===== src/rtl/clk_div_prog.sv =====
// Programmable clock divider for the processor clock: run, halt and single-step
// modes, with a shadowed divide value that takes effect only at a half-period boundary.
module clk_div_prog #(
    parameter int unsigned      WIDTH       = 32,
    parameter logic [WIDTH-1:0] DEFAULT_DIV = WIDTH'(32'd50_000_000)
) (
    input  logic             clk_i,
    input  logic             rst_ni,
    input  logic [1:0]       mode_i,
    input  logic             step_i,
    input  logic [WIDTH-1:0] div_i,
    input  logic             load_i,
    output logic             load_ack_o,
    output logic             clk_o,
    output logic             tick_o
);

    typedef enum logic [1:0] {
        ST_RUN       = 2'd0,
        ST_HALT      = 2'd1,
        ST_STEP_IDLE = 2'd2,
        ST_STEP_ACT  = 2'd3
    } state_t;

    state_t           state_r, state_next_s, eff_s;
    logic [WIDTH-1:0] cnt_r, cnt_next_s;
    logic [WIDTH-1:0] div_act_r, div_act_next_s;
    logic [WIDTH-1:0] div_sh_r, div_sh_next_s;
    logic             pend_r, pend_next_s;
    logic [1:0]       half_left_r, half_left_next_s;
    logic             clk_r, clk_next_s;
    logic             tick_r, tick_next_s;
    logic             ack_r, ack_next_s;
    logic             sync1_r, sync2_r, step_prev_r;
    logic             step_rise_s, count_en_s, wrap_s, apply_s;

    // Two-flop synchroniser on the push-button plus an edge-detect flop
    always_ff @(posedge clk_i or negedge rst_ni) begin
        if (!rst_ni) begin
            sync1_r     <= 1'b0;
            sync2_r     <= 1'b0;
            step_prev_r <= 1'b0;
        end else begin
            sync1_r     <= step_i;
            sync2_r     <= sync1_r;
            step_prev_r <= sync2_r;
        end
    end

    assign step_rise_s = sync2_r & ~step_prev_r;

    // Effective state for this cycle: the mode input wins, except an active step runs to completion
    always_comb begin
        eff_s = ST_HALT;
        case (mode_i)
            2'b00:   eff_s = ST_RUN;
            2'b10:   eff_s = (state_r == ST_STEP_ACT) ? ST_STEP_ACT : ST_STEP_IDLE;
            default: eff_s = ST_HALT;
        endcase
    end

    // Next-state, counter, shadow-load and output computation
    always_comb begin
        state_next_s     = eff_s;
        cnt_next_s       = cnt_r;
        clk_next_s       = clk_r;
        tick_next_s      = 1'b0;
        ack_next_s       = 1'b0;
        div_act_next_s   = div_act_r;
        div_sh_next_s    = div_sh_r;
        pend_next_s      = pend_r;
        half_left_next_s = 2'd0;

        count_en_s = (eff_s == ST_RUN) || (eff_s == ST_STEP_ACT);
        wrap_s     = (cnt_r == div_act_r);
        // While frozen, a pending value may go live at once because the counter restarts
        apply_s    = pend_r && (count_en_s ? wrap_s : 1'b1);

        if (count_en_s) begin
            if (wrap_s) begin
                cnt_next_s  = '0;
                clk_next_s  = ~clk_r;
                tick_next_s = ~clk_r;
            end else begin
                cnt_next_s = cnt_r + WIDTH'(1);
            end
        end else begin
            if (pend_r) begin
                cnt_next_s = '0;
            end else begin
                cnt_next_s = cnt_r;
            end
        end

        if (apply_s) begin
            div_act_next_s = div_sh_r;
            pend_next_s    = 1'b0;
            ack_next_s     = 1'b1;
        end else begin
            div_act_next_s = div_act_r;
        end

        // A strobe in the apply cycle is kept for the following wrap
        if (load_i) begin
            div_sh_next_s = div_i;
            pend_next_s   = 1'b1;
        end else begin
            div_sh_next_s = div_sh_r;
        end

        case (eff_s)
            ST_STEP_ACT: begin
                if (wrap_s) begin
                    half_left_next_s = half_left_r - 2'd1;
                    if (half_left_r == 2'd1) begin
                        state_next_s = ST_STEP_IDLE;
                    end else begin
                        state_next_s = ST_STEP_ACT;
                    end
                end else begin
                    half_left_next_s = half_left_r;
                end
            end
            ST_STEP_IDLE: begin
                if (step_rise_s) begin
                    state_next_s     = ST_STEP_ACT;
                    half_left_next_s = 2'd2;
                end else begin
                    state_next_s = ST_STEP_IDLE;
                end
            end
            default: begin
                half_left_next_s = 2'd0;
            end
        endcase
    end

    // State and datapath registers
    always_ff @(posedge clk_i or negedge rst_ni) begin
        if (!rst_ni) begin
            state_r     <= ST_HALT;
            cnt_r       <= '0;
            div_act_r   <= DEFAULT_DIV;
            div_sh_r    <= DEFAULT_DIV;
            pend_r      <= 1'b0;
            half_left_r <= 2'd0;
            clk_r       <= 1'b1;
            tick_r      <= 1'b0;
            ack_r       <= 1'b0;
        end else begin
            state_r     <= state_next_s;
            cnt_r       <= cnt_next_s;
            div_act_r   <= div_act_next_s;
            div_sh_r    <= div_sh_next_s;
            pend_r      <= pend_next_s;
            half_left_r <= half_left_next_s;
            clk_r       <= clk_next_s;
            tick_r      <= tick_next_s;
            ack_r       <= ack_next_s;
        end
    end

    assign clk_o      = clk_r;
    assign tick_o     = tick_r;
    assign load_ack_o = ack_r;

endmodule


===== config.mk =====
export PLATFORM = sky130hd
export DESIGN_NAME = clk_div_prog
export DESIGN_NICKNAME = d
export VERILOG_FILES = /design/src/rtl/clk_div_prog.sv
export SDC_FILE = /design/constraint.sdc
export NUM_CORES = 1
export LEC_CHECK = 0
export ABC_AREA = 1
export CAP_MARGIN = 20
export CORE_ASPECT_RATIO = 1.2
export CORE_UTILIZATION = 46
export CTS_CLUSTER_SIZE = 10
export DETAILED_ROUTE_END_ITERATION = 7
export GPL_TIMING_DRIVEN = 0
export PLACE_DENSITY = 0.65
export SLEW_MARGIN = 20
export SYNTH_ARGS = -nofsm -noshare
export SYNTH_HDL_FRONTEND = slang
export SYNTH_SLANG_ARGS = --single-unit

===== constraint.sdc =====
create_clock -name clk_i -period 3.3 [get_ports clk_i]
set_input_delay 0.33 -clock clk_i [delete_from_list [all_inputs] [get_ports clk_i]]
set_output_delay 0.33 -clock clk_i [all_outputs]
set_load 0.005 [all_outputs]

==> flow_summary.toml, run 1 <==
[yosys]
avgSynthCellArea_sq_um = 7.51
yosys_register_bits = 107
synth_top_family_by_area = "simple AND/OR/NAND/NOR gates"
synthesis.area_sq_um = 5430
synthArstFlopShare_pct = 100
synthAdderAreaFrac_pct = 0.461
synth-edff-count = 0
synth_top_area_share_pct = 37.3
yosys.area.top_type = "dfrtp_1"
yosys.area_share.simple_pct = 34.2
yosysMostFrequentCell = "nand2_1"
muxShareOfSynthArea_pct = 0
syn_nets = 763
synth_cell_types = 24
yosysWarningCount = 0
yosysSeqAreaShare_pct = 49.9
syn_inst = 723
synth_area_leaders = "dfrtp_1, nand2_1, dfstp_2, nand3_1, inv_1"
synth_compound_area_share_pct = 3.09
synth_common_cells = "nand2_1, dfrtp_1, inv_1"
ys.flop_type = "dfrtp_1"
synth_xor_area_share_pct = 5.16

[timing]
max_freq_ghz = 0.452
hold_viol = 0
slew_headroom_pct = 60.7
fin_tns_setup_ns = 0
hold_slack_ns = 0.275
rsz0062_at_grt = "no"
fin_crit_ns = 2.21
fin_crit_sh_pct = 67.1
final.setup_skew_ns = 0.00691
finalMaxSlewViolations = 0
finalSetupViolations = 0
max_slew.worst_pin.slew_ns = 0.590
setup_slack_ns = 1.09

[route]
met1_length_um = 5900
final_antenna_net_count = 0
routedWlPerCell_um = 14.0
drtPass1Iterations = 5
highest_layer = "met4"
vias = 4552
route.met3.wl_um = 440
wl_um = 13100
route.met2.wl_um = 6300
drt-vias-per-instance = 4.86
remaining_drc_errors = 0
drtIter0Drc = 234

[worst_setup_path]
critical_path_required_ns = 3.55
end_kind = "flip-flop"
cp_max_fo = 5
r2r-end = "cnt_r[30]"
cp-start-kind = "flip-flop"
r2r_slack_ns = 1.09
r2r_cells = 11
arrival_ns = 2.46
rr_startpoint = "cnt_r[0]"
crit_type = "reg2reg"

[job]
drv_cap = 0

[min_path]
worstHoldStart = "load_i"
worstHoldPathType = "in2reg"
whs_path_depth = 3
hold_end = "div_sh_r[31]"

[grt]
grt.total_usage_pct = 24.0
grt_overflow_total = 0
grt_max_degree = 82
grt_pass1_wl_um = 22300
antenna_found_initial = 0
grt_pass1_vias = 4594

[layout]
antennaDiodeCount = 0
drive_gt1_share_pct = 8.21
final_cells = 937
fill_cells = 1146
area_delta_synth_final_pct = 16.9
nNetsFinal = 815

[floorplan]
dieArea_sq_um = 12200
core_area_sq_um = 11500
die_y_um = 121
rows = 43
start_util_pct = 47.2
die_w_um = 101
ios = 41

[place]
place_inst = 920
numPortBuffers = 39
dp_slack_ns = 1.09
dp_hpwl_um = 9970
place.gp.congestion = 0.902

[outcome]
status = "finished clean"

[clock_network]
clk_latency_ns = 0.35
cts_sinks = 107
cts_inserted_buffers = 9
cts_tree = "built"
cts_max_path_buffers = 2
clk_pin_slew_ns = 0.08
post_cts_buffers = 0
h-tree-depth = 3
cts-root-buf = "clkbuf_16"

[pwr]
p_leak_nw = 2.98
peakVddDrop_mv = 0.247
powerDensity_nw_per_um2 = 476
-- state kept, by name, indices dropped and copies added (netlist names) --
name	count
clk_o	1
cnt_r	32
div_act_r	32
div_sh_r	32
half_left_r	2
load_ack_o	1
pend_r	1
state_r	2
step_prev_r	1
sync1_r	1
sync2_r	1
tick_o	1
-- layout make-up --
class,count,area [sq um],share of cell area (%)
clock buffer,10,229,3.61
multi-input combinational,525,2330,36.8
tap,157,196,3.10
inverter,66,248,3.90
sequential,107,2710,42.7
timing repair buffer,41,429,6.76
buffer,25,139,2.19
clock inverter,6,61.3,0.966
-- per-stage QoR --
stage	area (sq um)	util, %	total power, W
floorplan	5430	-	0.00182
global placement	6020	52.2	0.00198
detailed placement	6040	52.5	0.00200
CTS	6340	55.1	0.00304
global route	6340	55.1	0.00318
finish	6340	55.1	0.00302
-- worst max-delay path by stage --
stage | start | end | slack (ns) | depth (start not counted)
3_5_place_dp | mode_i[1] | cnt_r[18] | 1.09 | 8
3_3_place_gp | rst_ni | div_sh_r[27] | -2.14 | 1
5_1_grt | cnt_r[0] | cnt_r[30] | 0.94 | 11
2_1_floorplan | cnt_r[0] | cnt_r[30] | 1.68 | 11
6_report | cnt_r[0] | cnt_r[30] | 1.09 | 11
4_1_cts | cnt_r[0] | cnt_r[30] | 1.11 | 11
-- placed cells by master (no fill, tap or decap) --
cell	Yosys	final
a21oi_1	8	8
buf_16	0	1
buf_2	9	9
buf_4	3	3
buf_6	3	4
clkbuf_1	10	11
clkbuf_16	0	9
clkdlybuf4s50_1	0	38
clkinv_1	1	1
clkinv_4	0	2
clkinv_8	0	1
clkinvlp_4	0	1
dfrtp_1	81	81
dfstp_2	26	26
dlygate4sd3_1	0	1
ha_1	2	2
inv_1	64	64
inv_2	1	1
inv_6	0	1
inv_8	0	1
nand2_1	325	325
nand2_2	2	2
nand3_1	59	59
nand3b_1	1	1
nand4_1	10	10
nor2_1	50	50
nor2_2	2	2
nor3_1	11	11
o21ai_0	8	8
o22ai_1	14	14
or2_2	1	1
xnor2_1	17	17
xor2_1	15	15
-- logic make-up (layout without fill, tap and decap cells) --
logic type,count (synthesis),count (layout)
compound gates,30,30
xor+xnor,32,32
fa+ha+maj,2,2
buf+inv,91,148
flops,107,107
simple gates,461,461
-- worst max-delay path, stage by stage (launching register included) --
cell and delay [ns]:
dfrtp_1 0.40, ha_1 0.27, nand2_1 0.09, nor2_2 0.18, inv_1 0.10, nor2_1 0.32, inv_1 0.07, nor2_1 0.28
nand2_1 0.13, xor2_1 0.16, nand3_1 0.06, nand2_1 0.05
-- routing by layer --
layer	vias up	track usage (%)
li1	2348	-
met1	2094	30.3
met2	85	40.4
met3	25	3.69
met4	0	10.8
met5	-	0
-- what timing repair did --
item / in CTS / in global routing
resized for setup: 0 / 0
hold endpoints to repair: 21 / 0
hold buffers: 1 / 0
-- where the power goes --
part,internal [W],switching (W)
clock,0.000530,0.000523
sequential,0.00146,0.0000903
combinational,0.000179,0.000242
total,0.00216,0.000856
No activity file was read; power rests on OpenSTA's default activity.
==> run 2, diff against run 1 <==
PLACE_DENSITY = 0.68   (was 0.65)
clock period = 1.85 ns   (was 3.3 ns; I/O delays follow)
==> run 2 against run 1 <==
Utilization rose by 3.4 points. Worst hold slack got worse by 0.16 ns. First-iteration DRC count fell by 9.4%. Cell area rose by 6.1%. Largest cell class unchanged.
==> flow_summary.toml, run 2 (synthesized netlist as in run 1, its figures left out) <==
[floorplan]
rows = 43
die_w_um = 101
start_util_pct = 47.2
ios = 41
dieArea_sq_um = 12200
die_y_um = 121
core_area_sq_um = 11500

[layout]
antennaDiodeCount = 0
final_cell_mix = "nand2_1, dfrtp_1, inv_1, nand3_1, nor2_1"
fill_cells = 1101
nNetsFinal = 824
reg.largest.list = "cnt_r: 32 flops, div_act_r: 32 flops, div_sh_r: 32 flops"
multi_input_area_sq_um = 2510
area_delta_synth_final_pct = 24.0
final_cells = 946
layout_commonest_cell = "nand2_1"
final-seq-area_sq_um = 2720
drive_gt1_share_pct = 14.7

[grt]
grt_max_degree = 61
grt.total_usage_pct = 24.6
grt_pass1_wl_um = 22600
grt_overflow_total = 0
grt_pass1_vias = 4620
antenna_found_initial = 0

[job]
drv_cap = 0

[route]
drt-vias-per-instance = 4.90
drtIter0Drc = 212
drtPass1Iterations = 4
vias = 4634
routedWlPerCell_um = 14.4
final_antenna_net_count = 0
remaining_drc_errors = 0
wl_um = 13600

[timing]
slew_headroom_pct = 62.3
max_slew.worst_pin.slew_ns = 0.566
fin_crit_sh_pct = 99.4
finalMaxSlewViolations = 0
hold_slack_ns = 0.117
max_freq_ghz = 0.544
hold_viol = 0
rsz0062_at_grt = "yes"
fin_crit_ns = 1.84
final.setup_skew_ns = 0.00807
setup_slack_ns = 0.0102
finalSetupViolations = 0

[worst_setup_path]
rr_startpoint = "cnt_r[2]"
arrival_ns = 2.07
r2r_cells = 12
critical_path_required_ns = 2.08
r2r-end = "cnt_r[14]"
cp_max_fo = 10
crit_type = "reg2reg"
end_kind = "flip-flop"
cp-start-kind = "flip-flop"
r2r_slack_ns = 0.01

[place]
numPortBuffers = 39
place.gp.congestion = 0.879
dp_hpwl_um = 9970
dp_slack_ns = -0.351
place_inst = 920

[pwr]
peakVddDrop_mv = 0.599
powerDensity_nw_per_um2 = 821
p_leak_nw = 3.10

[clock_network]
cts_inserted_buffers = 9
clk_latency_ns = 0.36
cts-root-buf = "clkbuf_16"
clk_pin_slew_ns = 0.07
h-tree-depth = 3
cts_max_path_buffers = 2
cts_sinks = 107
cts_tree = "built"

[min_path]
whs_path_depth = 3
worstHoldStart = "load_i"
worstHoldPathType = "in2reg"
hold_end = "div_sh_r[31]"

[outcome]
status = "finished clean"
## run 2: cell types whose count changed in the layout (fill, tap and decap cells not counted), moves of 5 or more
cell     delta
nand2_1    -10
nor2_1     -10
nand2_2     +8
buf_8       +7
nor2_2      +6
a21oi_1     -5
buf_2       -5
## run 2: critical path, stage by stage (launching register included)
cell and delay (ns):
dfrtp_1 0.43, inv_1 0.12, nand2_1 0.06, nand2_1 0.06, nand2_1 0.06, nor2_2 0.16, nand2_2 0.11, nor2_4 0.13
nand2_2 0.11, nand2_8 0.12, buf_12 0.15, buf_12 0.13, o22ai_1 0.07
## run 2: final cells by class
class | count | share of cell area [%]
clock inverters | 7 | 0.910
plain buffers | 24 | 3.21
well taps | 157 | 2.92
clock buffers | 9 | 3.34
multi-input cells | 525 | 37.3
flip-flops and latches | 107 | 40.3
repair buffers | 51 | 8.32
inverters | 66 | 3.70
## run 2: power breakdown
group | switching [W] | internal, W | total [W] | leakage (nW)
sequential | 0.000186 | 0.00260 | 0.00279 | 1.32
clock | 0.000928 | 0.000940 | 0.00187 | 0.140
combinational | 0.000476 | 0.000398 | 0.000874 | 1.65
## run 2: how the worst max path moves through the flow
| stage | depth (start not counted) | to | slack [ns] | start |
|---|---|---|---|---|
| floorplan | 11 | cnt_r[30] | 0.23 | cnt_r[0] |
| detailed placement | 11 | cnt_r[30] | -0.35 | cnt_r[0] |
| CTS | 12 | div_act_r[2] | 0.01 | div_act_r[19] |
| global route | 11 | div_act_r[25] | -0.10 | div_act_r[17] |
| global placement | 1 | div_sh_r[26] | -3.48 | rst_ni |
| finish | 12 | cnt_r[14] | 0.01 | cnt_r[2] |
## run 2: per-stage QoR
stage	power (W)	utilization (%)	setup TNS [ns]	area [sq um]
2_1_floorplan	0.00324	-	0	5430
3_3_place_gp	0.00354	52.2	-343.63	6020
3_5_place_dp	0.00356	52.5	-7.40	6040
4_1_cts	0.00550	56.5	0	6500
5_1_grt	0.00582	58.5	-3.85	6730
6_report	0.00553	58.5	0	6730
## run 2: per-layer routing
metal | vias up | global-route usage, % | wire length, um
met2 | 98 | 40.3 | 6550
met5 | - | 0 | 0
met1 | 2138 | 31.2 | 6020
li1 | 2368 | - | -
met4 | 0 | 14.3 | 620
met3 | 30 | 2.71 | 426
## run 2: timing repair
| action | in CTS | in global routing |
|---|---|---|
| setup endpoints to repair | 53 | 65 |
| endpoints found under the hold margin | 38 | 0 |
| gates cloned | 3 | 2 |
| pin swaps | 6 | 15 |
| hold buffers | 1 | 0 |
| resized for setup | 33 | 53 |
| setup buffers | 4 | 1 |
==> RTL change 1, RTL diff (config.mk and constraints of run 1) <==
`WIDTH`: 32 -> 16.
--- a/src/rtl/clk_div_prog.sv
+++ b/src/rtl/clk_div_prog.sv
@@ -2,5 +2,5 @@
 // modes, with a shadowed divide value that takes effect only at a half-period boundary.
 module clk_div_prog #(
-    parameter int unsigned      WIDTH       = 32,
+    parameter int unsigned      WIDTH       = 16,
     parameter logic [WIDTH-1:0] DEFAULT_DIV = WIDTH'(32'd50_000_000)
 ) (
Interface: changed (resized div_i); port bits go from 41 to 25. No check against the original RTL was run, so the function may have changed too.
==> RTL change 1 against run 1 <==
- setup slack better by 0.30 ns
- clock power is 21% lower
- die area is 46% lower
- via count is 48% lower
- design area is 44% lower
- sequential cell count is 48 lower
- sequential share of layout area is 0.47 points lower
- power is 37% lower
- routed wire length is 56% lower
- count of clock-buffer cells in the layout is 2 higher
- area after synthesis is 46% lower
==> RTL change 1: results (changes against run 1) <==
metric;value;unit;change
grt_pass1_vias;2156;;was 4,594
slowest_stage;nor3_1;;was dfrtp_1
finalHoldViolCount;0;;unchanged
place_congestion;0.868;;was 0.902
clkTransAtPathRegs;0.07;ns;
cts_resized;0;;unchanged
wl_met3;203;um;was 440 um
cp_max_fo;5;;unchanged
status;complete, no violations;;unchanged
grtUsageTotal;20.1;%;was 24.0%
yosys-top-cells-area;dfrtp_1 40%, nand2_1 22%, dfstp_2 11%;;was dfrtp_1 37%, nand2_1 22%, dfstp_2 13%
cts_made_buffers;9;;unchanged
wl_per_cell;11.5;um;was 14.0 um
synthArstFlopShare;100;%;unchanged
vias_per_cell;4.69;;was 4.86
yosysWarnings;0;;unchanged
cpPeakStageDelay;0.55;ns;was 0.40 ns
drt_iter0_drc;128;;was 234
antenna_cells;0;;unchanged
htreeDepth;3;;unchanged
antenna_found_initial;0;;unchanged
r2r.worst_path.cells;8;;was 11
final_layout_size_suffix_gt1_share;12.8;%;was 8.21%
synth_common_cells;173 x nand2_1, 47 x dfrtp_1, 31 x inv_1;;was 325 x nand2_1, 81 x dfrtp_1, 64 x inv_1
firstDrtPassIters;4;;was 5
crit_arrival;2.12;ns;was 2.46 ns
switching_share;24.2;%;was 28.3%
leakage;1.80;nW;was 2.98 nW
yosys.area_share.adder;0.858;%;was 0.461%
grt_max_degree;44;;was 82
synth_nets;405;;was 763
place_hpwl;4290;um;was 9970 um
clockBufferDepth;2;;unchanged
vdd_drop_max;0.000348;V;was 0.000247 V
io_buffers;23;;was 39
tightestPinTransition;0.658;ns;was 0.590 ns
synthMuxAreaShare;0;%;unchanged
ys_ff_latch;59;;was 107
wl_met1;2610;um;was 5900 um
synth_compound_area_share;3.04;%;was 3.09%
top_regs;cnt_r (16), div_act_r (16), div_sh_r (16);;was cnt_r (32), div_act_r (32), div_sh_r (32)
root_buffer;clkbuf_8;;was clkbuf_16
post_cts_buffers;0;;unchanged
synth-seq-area-share;51.1;%;was 49.9%
relSlewSlack;55.8;%;was 60.7%
finalNetCount;441;;was 815
ys_types;23;;was 24
wl_met2;2870;um;was 6300 um
dr.max_layer_used;met4;;unchanged
finalClockSkew;0.00908;ns;was 0.00691 ns
synthXorXnorAreaFrac;2.70;%;was 5.16%
grt_pass1_wl;9740;um;was 22,300 um
insertion_delay;0.35;ns;about the same
whs_path_depth;3;;unchanged
hold_path.class;in -> reg;;unchanged
## RTL change 1: cell types whose count changed in the layout (fill, tap and decap cells not counted), moves of 8 or more
| cell | change |
|---|---|
| inv_1 | -33 |
| xnor2_1 | -16 |
| nor2_1 | -32 |
| clkbuf_8 | +11 |
| nand3_1 | -31 |
| nand2_1 | -152 |
| buf_2 | -8 |
| dfrtp_1 | -34 |
| dfstp_2 | -14 |
| clkdlybuf4s50_1 | -16 |
| inv_2 | +14 |
| clkbuf_16 | -9 |
## RTL change 1: routing by layer
metal / GRT usage [%] / up-vias
met1: 25.1 / 1053
met3: 4.85 / 11
met5: 0 / -
met4: 9.26 / 0
met2: 32.7 / 45
li1: - / 1257
## RTL change 1: area by class of cell
cell class                 instances  area [um^2]
fill                             589         2560
sequential                        59         1490
multi-input combinational        266         1190
timing repair buffer              25          258
inverter                          47          176
clock buffer                      12          155
tap                               82          103
clock inverter                     4         97.6
buffer                             9         57.6
## RTL change 1: final timing paths
path | startpoint | slack [ns] | to
worst max-delay path | cnt_r[0]$_DFFE_PN0P_ | 1.38 | cnt_r[14]$_DFFE_PN0P_
worst min-delay path | load_i | 0.28 | div_sh_r[7]$_DFFE_PN1P_
worst max register to register | cnt_r[0]$_DFFE_PN0P_ | 1.38 | cnt_r[14]$_DFFE_PN0P_
worst min register to register | sync1_r$_DFF_PN0_ | 0.35 | sync2_r$_DFF_PN0_
max in group asynchronous | rst_ni | 2.35 | div_sh_r[13]$_DFFE_PN1P_
min in group asynchronous | rst_ni | 0.39 | cnt_r[6]$_DFFE_PN0P_
## RTL change 1: repair_timing
item,CTS,global route
endpoints found under the setup margin,0,0
hold buffers,1,0
endpoints found under the hold margin,14,0
## RTL change 1: cells by family after synthesis
logic type | count (synthesis)
buf+inv | 56
xor+xnor | 9
compound gates | 16
simple gates | 239
flops | 59
fa+ha+maj | 2
## RTL change 1: power groups by stage
stage                     sequential (mW)  combinational (mW)  clock (mW)
after floorplan                     0.845               0.150           0
after global placement              0.858               0.222           0
after detailed placement            0.861               0.230           0
after CTS                           0.848               0.233       0.845
after global routing                0.856               0.265       0.881
final                               0.848               0.227       0.829
## RTL change 1: through the flow
| step | instance area (um^2) | utilization (%) | setup slack [ns] | std cells |
|---|---|---|---|---|
| after floorplan | 2920 | - | 1.74 | 381 |
| after global placement | 3250 | 53.4 | 0.00925 | 486 |
| after detailed placement | 3270 | 53.7 | 1.25 | 487 |
| after CTS | 3530 | 58.0 | 1.40 | 504 |
| after global routing | 3530 | 58.0 | 1.19 | 504 |
| final | 3530 | 58.0 | 1.38 | 504 |
## RTL change 1: critical path: cells and delay by family, from the launching register on
family / cells / cell delay [ns]
adder cells (fa/ha/maj): 1 / 0.22
AO/OA/AOI/OAI: 1 / 0.09
AND/OR/NAND/NOR: 6 / 1.05
flip-flops: 1 / 0.42
==> RTL change 2, RTL diff (config.mk and constraints of run 1) <==
Made on the original files. Add an input register stage for `mode_i` and `div_i`, cleared by the reset; this delays them by one clock. The other inputs are not delayed to match.
--- a/src/rtl/clk_div_prog.sv
+++ b/src/rtl/clk_div_prog.sv
@@ -22,4 +22,17 @@
         ST_STEP_ACT  = 2'd3
     } state_t;
+
+    logic [1:0] mode_q;
+    logic [WIDTH-1:0] div_q;
+
+    always_ff @(posedge clk_i or negedge rst_ni) begin
+        if (!rst_ni) begin
+            mode_q <= '0;
+            div_q  <= '0;
+        end else begin
+            mode_q <= mode_i;
+            div_q  <= div_i;
+        end
+    end
 
     state_t           state_r, state_next_s, eff_s;
@@ -53,5 +66,5 @@
     always_comb begin
         eff_s = ST_HALT;
-        case (mode_i)
+        case (mode_q)
             2'b00:   eff_s = ST_RUN;
             2'b10:   eff_s = (state_r == ST_STEP_ACT) ? ST_STEP_ACT : ST_STEP_IDLE;
@@ -103,5 +116,5 @@
         // A strobe in the apply cycle is kept for the following wrap
         if (load_i) begin
-            div_sh_next_s = div_i;
+            div_sh_next_s = div_q;
             pend_next_s   = 1'b1;
         end else begin
Formal check against the unedited RTL: not equivalent (a bounded check fails within 4 cycles, from zero or initial values and one cycle with rst_ni low).
==> RTL change 2 against run 1 <==
- fmax up 4.9%
- sequential share of layout area up 4.0 points
- largest cell class unchanged
- critical path type unchanged
- core utilization up 1.9 points
- design area up 20%
- sequential power up 28%
- routed wire length up 14%
- highest routed layer unchanged
- sequential cell count up 34
- setup slack better by 0.10 ns
- largest power group unchanged
- area after synthesis up 17%
- power up 44%
- first-iteration DRC count up 15%
- combinational power down 4%
- critical path depth down 3
- synthesized cell count up 6.8%
==> RTL change 2: results (changes against run 1) <==
metric;value;unit;change
postSynthAreaPerCell;8.23;um^2;was 7.51 um^2
r2r.worst_path.cells;8;;was 11
vdd_drop_max;0.000390;V;was 0.000247 V
worstPathRequired;3.60;ns;was 3.55 ns
cts_made_buffers;17;;was 9
place_congestion;0.941;;was 0.902
yosys-top-cells-area;dfrtp_1 45%, nand2_1 20%, dfstp_2 11%;;was dfrtp_1 37%, nand2_1 22%, dfstp_2 13%
postPlaceCellArea;6990;um^2;was 6040 um^2
grt_pass1_vias;4939;;was 4,594
insertion_delay;0.42;ns;was 0.35 ns
synth_nets;812;;was 763
timing.rr.start;state_r[0]$_DFF_PN1_;;was cnt_r[0]$_DFFE_PN0P_
finalWirelength;14900;um;was 13,100 um
hold_end;div_sh_r[0]$_DFFE_PN0P_;;was div_sh_r[31]$_DFFE_PN0P_
r2r_slack;1.19;ns;was 1.09 ns
clkTransAtPathRegs;0.06;ns;was 0.08 ns
grt_max_degree;91;;was 82
vias;5016;;was 4,552
grtUsageTotal;23.5;%;was 24.0%
ys_types;27;;was 24
leakage;3.62;nW;was 2.98 nW
slowest_stage;dfstp_2;;was dfrtp_1
tightestPinTransition;0.624;ns;was 0.590 ns
regToRegEndpoint;cnt_r[27]$_DFFE_PN0P_;;was cnt_r[30]$_DFFE_PN0P_
finalNetCount;872;;was 815
synth-seq-area-share;56.0;%;was 49.9%
synth_common_cells;346 x nand2_1, 115 x dfrtp_1, 56 x inv_1;;was 325 x nand2_1, 81 x dfrtp_1, 64 x inv_1
place_hpwl;11000;um;was 9970 um
fin_hold_ws;0.241;ns;was 0.275 ns
finalClockSkew;0.00918;ns;was 0.00691 ns
drt_iter0_drc;270;;was 234
cp_max_fo;10;;was 5
final_layout_size_suffix_gt1_share;10.5;%;was 8.21%
layout.cells.non_filler;1013;;was 937
grt_pass1_wl;24900;um;was 22,300 um
htreeDepth;4;;was 3
status;complete, no violations;;unchanged
dpl.cell_count;980;;was 920
fillerInstances;1252;;was 1,146
whs_path_depth;3;;unchanged
==> RTL change 2: changes by cell type in the layout (fill, tap and decap cells not counted), sizes merged, moves of 3 or more <==
cell           run 1  this run
buf               17        13
o22ai             14        10
nand3             59        53
dfrtp             81       115
bufinv             0         3
clkinv             4         8
clkbuf            20        34
nor3              11        15
nand4             10        16
a21oi              8         2
nand2            327       349
==> RTL change 2: metal layers <==
layer | share of wire (%) | track usage [%] | vias to the layer above
met5 | 0 | 0 | -
met4 | 3.0 | 9.80 | 0
met3 | 3.7 | 5.36 | 35
met2 | 50 | 39.8 | 106
met1 | 43 | 29.0 | 2359
li1 | - | - | 2516
==> RTL change 2: layout make-up <==
type / count / area (um^2) / area share [%]
clock inverters: 12 / 161 / 2.12
flip-flops and latches: 141 / 3560 / 46.7
well taps: 168 / 210 / 2.76
inverters: 65 / 244 / 3.20
repair buffers: 41 / 433 / 5.68
clock buffers: 20 / 457 / 6.00
multi-input cells: 541 / 2420 / 31.7
plain buffers: 25 / 134 / 1.76
==> RTL change 2: how the worst max path moves through the flow <==
stage / startpoint / endpoint / depth (start not counted)
after floorplan: state_r[0]$_DFF_PN1_ / cnt_r[27]$_DFFE_PN0P_ / 8
after global routing: state_r[0]$_DFF_PN1_ / cnt_r[10]$_DFFE_PN0P_ / 6
after CTS: state_r[0]$_DFF_PN1_ / cnt_r[27]$_DFFE_PN0P_ / 8
final: state_r[0]$_DFF_PN1_ / cnt_r[27]$_DFFE_PN0P_ / 8
after global placement: rst_ni / div_sh_r[30]$_DFFE_PN0P_ / 1
after detailed placement: state_r[0]$_DFF_PN1_ / cnt_r[2]$_DFFE_PN0P_ / 6
==> RTL change 2: logic make-up after synthesis <==
| family | after synthesis | share of synthesized area, % |
|---|---|---|
| AO/OA/AOI/OAI | 20 | 1.83 |
| adder cells (fa/ha/maj) | 2 | 0.394 |
| XOR/XNOR | 31 | 4.27 |
| buffers and inverters | 90 | 5.94 |
| AND/OR/NAND/NOR | 488 | 31.5 |
| flip-flops | 141 | 56.0 |
==> RTL change 2: critical path, delay by kind of cell (launching register included) <==
kind	cells	cell delay [ns]
AOI/OAI and AO/OA	1	0.30
and+or+nand+nor	5	0.74
DFF	1	0.51
buffers and inverters	1	0.26
xor gates and xnor gates	1	0.17
==> RTL change 2: power by group <==
group,leakage (nW),switching [mW],internal [mW]
sequential,1.72,0.0875,1.89
clock,0.305,0.748,1.24
combinational,1.60,0.235,0.169
total,3.62,1.07,3.29
==> RTL change 2: timing repair <==
action	in CTS	in global routing
setup buffers	0	0
endpoints found under the hold margin	49	0
gates resized for setup	0	0
hold buffers	1	0
